## src/rtl/tdm_demux_1x4_rx.sv

```systemverilog
// ----------------------------------------------------------------------------
// tdm_demux_1x4_rx
//   Time-division 1-to-4 demultiplexer, the receive side of a round-robin
//   4-to-1 mux link. Beats arrive in select order 0,1,2,3. The beat that
//   carries channel 0 is marked by sync. Each complete frame is rebuilt into
//   a 4-channel vector. Channel i lands at y_out[i*DW +: DW].
//
// Parameters
//   DW        width of one channel word
//   CW        width of the completed-frame counter
//
// Ports
//   clk         rising-edge clock
//   rst_n       asynchronous active-low reset
//   d_in        serial channel word
//   in_valid    d_in / sync qualify this cycle
//   sync        beat carries channel 0 (frame start)
//   y_out       last complete frame
//   frame_valid one-cycle pulse: y_out just updated
//   frame_err   one-cycle pulse: framing error detected
//   sel         channel index expected for the next accepted beat
//   frame_cnt   completed frames, wraps modulo 2^CW
// ----------------------------------------------------------------------------

// One staging slot. A clear discards a partially received word. The FSM
// never asserts clr and ld for the same slot in the same cycle, but clr
// still takes priority so the slot is safe even if that changes.
module tdm_demux_slot #(
    parameter int DW = 1
) (
    input  logic          clk,
    input  logic          rst_n,
    input  logic          ld,
    input  logic          clr,
    input  logic [DW-1:0] d,
    output logic [DW-1:0] q
);
    always_ff @(posedge clk or negedge rst_n) begin
        if (!rst_n)   q <= '0;
        else if (clr) q <= '0;
        else if (ld)  q <= d;
    end
endmodule

module tdm_demux_1x4_rx #(
    parameter int DW = 1,
    parameter int CW = 8
) (
    input  logic            clk,
    input  logic            rst_n,
    input  logic [DW-1:0]   d_in,
    input  logic            in_valid,
    input  logic            sync,
    output logic [4*DW-1:0] y_out,
    output logic            frame_valid,
    output logic            frame_err,
    output logic [1:0]      sel,
    output logic [CW-1:0]   frame_cnt
);
    localparam int NUM_SLOTS = 3;

    typedef enum logic {
        IDLE = 1'b0,
        RUN  = 1'b1
    } state_t;

    state_t                         state;
    logic [NUM_SLOTS-1:0]           slot_ld;
    logic [NUM_SLOTS-1:0]           slot_clr;
    logic [NUM_SLOTS-1:0][DW-1:0]   slot_q;

    // Slots 0..2 are staged. Channel 3 never needs a slot because the
    // closing beat goes straight into the top of y_out.
    generate
        for (genvar i = 0; i < NUM_SLOTS; i++) begin : g_slot
            tdm_demux_slot #(.DW(DW)) u_slot (
                .clk   (clk),
                .rst_n (rst_n),
                .ld    (slot_ld[i]),
                .clr   (slot_clr[i]),
                .d     (d_in),
                .q     (slot_q[i])
            );
        end
    endgenerate

    // Slot load/clear decode. This must mirror the FSM branches below.
    always_comb begin
        slot_ld  = '0;
        slot_clr = '0;
        if (in_valid) begin
            if (state == IDLE) begin
                if (sync) slot_ld[0] = 1'b1;
            end else if (sync) begin
                slot_ld[0] = 1'b1;
                // A sync that arrives mid-frame abandons the partial frame.
                if (sel != 2'd0) slot_clr = 3'b110;
            end else begin
                case (sel)
                    2'd1:    slot_ld[1] = 1'b1;
                    2'd2:    slot_ld[2] = 1'b1;
                    default: ;
                endcase
            end
        end
    end

    always_ff @(posedge clk or negedge rst_n) begin
        if (!rst_n) begin
            state       <= IDLE;
            sel         <= 2'd0;
            y_out       <= '0;
            frame_valid <= 1'b0;
            frame_err   <= 1'b0;
            frame_cnt   <= '0;
        end else begin
            frame_valid <= 1'b0;
            frame_err   <= 1'b0;
            if (in_valid) begin
                case (state)
                    IDLE: begin
                        // Non-sync beats are dropped silently while hunting.
                        if (sync) begin
                            sel   <= 2'd1;
                            state <= RUN;
                        end
                    end
                    RUN: begin
                        if (sync) begin
                            if (sel != 2'd0) frame_err <= 1'b1;
                            sel <= 2'd1;
                        end else if (sel == 2'd0) begin
                            // A frame boundary without sync means alignment
                            // was lost, so go back to hunting for sync.
                            frame_err <= 1'b1;
                            state     <= IDLE;
                        end else if (sel == 2'd3) begin
                            y_out       <= {d_in, slot_q};
                            frame_valid <= 1'b1;
                            frame_cnt   <= frame_cnt + CW'(1);
                            sel         <= 2'd0;
                        end else begin
                            sel <= sel + 2'd1;
                        end
                    end
                    default: state <= IDLE;
                endcase
            end
        end
    end
endmodule

```

## config.mk

```make
export PLATFORM = sky130hd
export DESIGN_NAME = tdm_demux_1x4_rx
export DESIGN_NICKNAME = d
export VERILOG_FILES = /design/src/rtl/tdm_demux_1x4_rx.sv
export SDC_FILE = /design/constraint.sdc
export NUM_CORES = 1
export LEC_CHECK = 0
export CORE_MARGIN = 2
export CORE_UTILIZATION = 49
export DETAILED_ROUTE_END_ITERATION = 6
export PLACE_DENSITY = 0.77
export SYNTH_ARGS = -nofsm -noshare
export SYNTH_HDL_FRONTEND = slang
export SYNTH_SLANG_ARGS = --single-unit
```

## constraint.sdc

```tcl
create_clock -name clk -period 2.15 [get_ports clk]
set_clock_uncertainty 0.05 [all_clocks]
set_input_delay 0.43 -clock clk [delete_from_list [all_inputs] [get_ports clk]]
set_output_delay 0.43 -clock clk [all_outputs]
set_load 0.1 [all_outputs]
```

==> flow_summary.toml <==
[sta]
timing.fmax_mhz = 553
fin_crit_ns = 1.81
finalSetupViolations = 0
rsz0062_at_grt = "false"
tightest_slew_ns = 0.280
final_max_slew_viol_count = 0
slew-limit-headroom_pct = 81.3
finalCritPeriodShare_pct = 84.1
finalHoldViolations = 0
fin_setup_tns_ns = 0

[route]
highest_layer = "met4"
wirelength_mm = 1.75
wl_per_cell_um = 12.0
drt-met1-wl_um = 785
route.detailed.drc = 0
vias_per_cell = 5.03
wl_met3_um = 86
drt_iter0_markers = 2
detail-route-antenna-nets = 0
met2_length_um = 861
vias = 730
first_pass_iters = 2

[final_layout]
nFillCells = 173
num-nets-final = 133
syn2layout_area_growth_pct = 23.5
fin_util_pct = 64.3
drive_gt1_share_pct = 26.3
diodes = 0
final_common_cell = "nand2_1"
most-common-layout-cells = "nand2_1, buf_4, dfrtp_1"

[synthesis]
synthesis.area_um2 = 1030
avgSynthCellArea_um2 = 11.0
synth_top_family_by_area = "simple AND/OR/NAND/NOR gates"
synthesis.nets = 108
synth-simple-area-share_pct = 21.7
synth_compound_area_share_pct = 4.00
yosys_warnings = 0
synth-adder-area-share_pct = 10.9
syn_inst = 94
seq_area_frac_synth_pct = 48.5
synth_mux_area_share_pct = 3.03
ys_types = 31
ys_seq_elements = 20
synth_xor_area_share_pct = 6.67

[setup_path]
reg2reg_slack_ns = 0.34
end_kind = "register"
cp.required_ns = 2.29
critPathCapture = "frame_cnt[7]$_DFFE_PN0P_"
reg2reg_to = "frame_cnt[7]$_DFFE_PN0P_"
start_kind = "register"
rr_worst_depth = 7
critPathMaxFanout = 11
worstSetupStartpoint = "sel[1]$_DFFE_PN0P_"
r2r_start = "sel[1]$_DFFE_PN0P_"
critPathKind = "reg2reg"
crit_arrival_ns = 1.95

[run]
cap_violations = 0

[die]
die_h_um = 49.9
die_x_um = 49.9
fp.dieArea_um2 = 2490
row_count = 16
core_area_um2 = 1980
ioPinCount = 21
start_util_pct = 52.0

[power_and_ir_drop]
power_density_nw_per_um2 = 1530
ir_worst_vdd_mv = 0.988
p_leak_nw = 0.654

[clocking]
postCtsHoldBufs = 0
clock_sinks = 20
cts_tree = "yes"
clock_latency_ns = 0.30
htree_levels = 1
cts_setup_buffers = 0
clock_path_buffers = 2
ctsResizeCount = 0
numCtsBuffers = 3
root_buffer = "clkbuf_4"
path_clk_slew_ns = 0.12

[place]
port_buffers = 20
place_congestion = 0.723
dp_hpwl_mm = 1.33

[global_route]
grt_pass1_wl_mm = 2.95
grt_usage_pct = 16.3
grt_overflow_total = 0
grt_pass1_vias = 676
grt_max_degree = 21
antenna_found_initial = 0

[hold_path]
hp-class = "in2async"

[outcome]
status = "finished clean"
cell type report:
type	instances	area (µm²)	share of cell area, %
sequential	20	508	39.9
inverter	5	18.8	1.47
clock inverter	1	30.0	2.36
clock buffer	3	22.5	1.77
tap	27	33.8	2.65
timing repair buffer	23	183	14.3
multi-input combinational	66	478	37.5
stage by stage:
stage / total power (W) / area [µm²] / setup slack [ns] / instances / hold WS (ns)
2_1_floorplan: 0.00145 / 1040 / 0.111 / 94 / 0.0844
3_3_place_gp: 0.00164 / 1220 / 0.303 / 141 / 0.404
3_5_place_dp: 0.00166 / 1220 / 0.256 / 141 / 0.412
4_1_cts: 0.00197 / 1270 / 0.319 / 145 / 0.402
5_1_grt: 0.00204 / 1270 / 0.219 / 145 / 0.423
6_report: 0.00194 / 1270 / 0.342 / 145 / 0.400
worst min-delay path by stage:
stage,from,end,slack (ns),depth (start not counted)
6_report,rst_n,frame_cnt[0]$_DFFE_PN0P_,0.40,2
5_1_grt,rst_n,frame_cnt[0]$_DFFE_PN0P_,0.42,2
4_1_cts,rst_n,frame_cnt[0]$_DFFE_PN0P_,0.40,2
3_5_place_dp,g_slot[0].u_slot.q$_DFFE_PN0P_,y_out[0]$_DFFE_PN0P_,0.41,2
3_3_place_gp,g_slot[0].u_slot.q$_DFFE_PN0P_,y_out[0]$_DFFE_PN0P_,0.40,2
2_1_floorplan,rst_n,frame_cnt[0]$_DFFE_PN0P_,0.08,0
state kept, by name, indices dropped and copies added (netlist names):
signal,cells
g_slot.u_slot.q,3
state,1
frame_err,1
y_out,4
frame_valid,1
sel,2
frame_cnt,8
worst max-delay path, stage by stage, from the launching register on:
cell,delay [ns]
dfrtp_4,0.46
inv_1,0.09
ha_1,0.23
inv_1,0.10
ha_1,0.17
and4_4,0.33
nand4_2,0.12
xnor2_1,0.15
per-layer routing:
layer / vias up / global-route usage, %
li1: 363 / -
met3: 2 / 3.03
met4: 0 / 8.33
met5: - / 0
met1: 348 / 19.6
met2: 17 / 27.6
power breakdown:
part           leakage, nW  internal (W)  total, W  switching (W)
registers            0.255      0.000496  0.000619       0.000123
clock network       0.0279      0.000188  0.000305       0.000117
logic                0.371      0.000250   0.00102       0.000770
total                0.654      0.000934   0.00194        0.00101
Yosys cell counts, drive strengths merged:
master / number / area (µm²)
a21oi: 1 / 5.00
a2bb2oi: 1 / 8.76
a31oi: 1 / 6.26
and2: 1 / 6.26
and3: 2 / 13.8
and4: 2 / 20.0
buf: 3 / 33.8
dfrtp: 20 / 500
ha: 9 / 113
inv: 5 / 18.8
mux2: 1 / 11.3
mux2i: 2 / 20.0
nand2: 23 / 86.3
nand2b: 1 / 6.26
nand3: 1 / 5.00
nand3b: 1 / 7.51
nand4: 4 / 46.3
nor2: 1 / 3.75
nor2b: 2 / 12.5
nor3b: 1 / 7.51
nor4b: 1 / 8.76
o21ai: 3 / 15.0
o22ai: 1 / 6.26
xnor2: 7 / 68.8
logic make-up after synthesis:
logic type	Yosys count
buf+inv	8
compound gates	7
flops	20
xor+xnor	7
fa+ha+maj	9
simple gates	40
mux	3
Power figures use the tool's default switching activity.
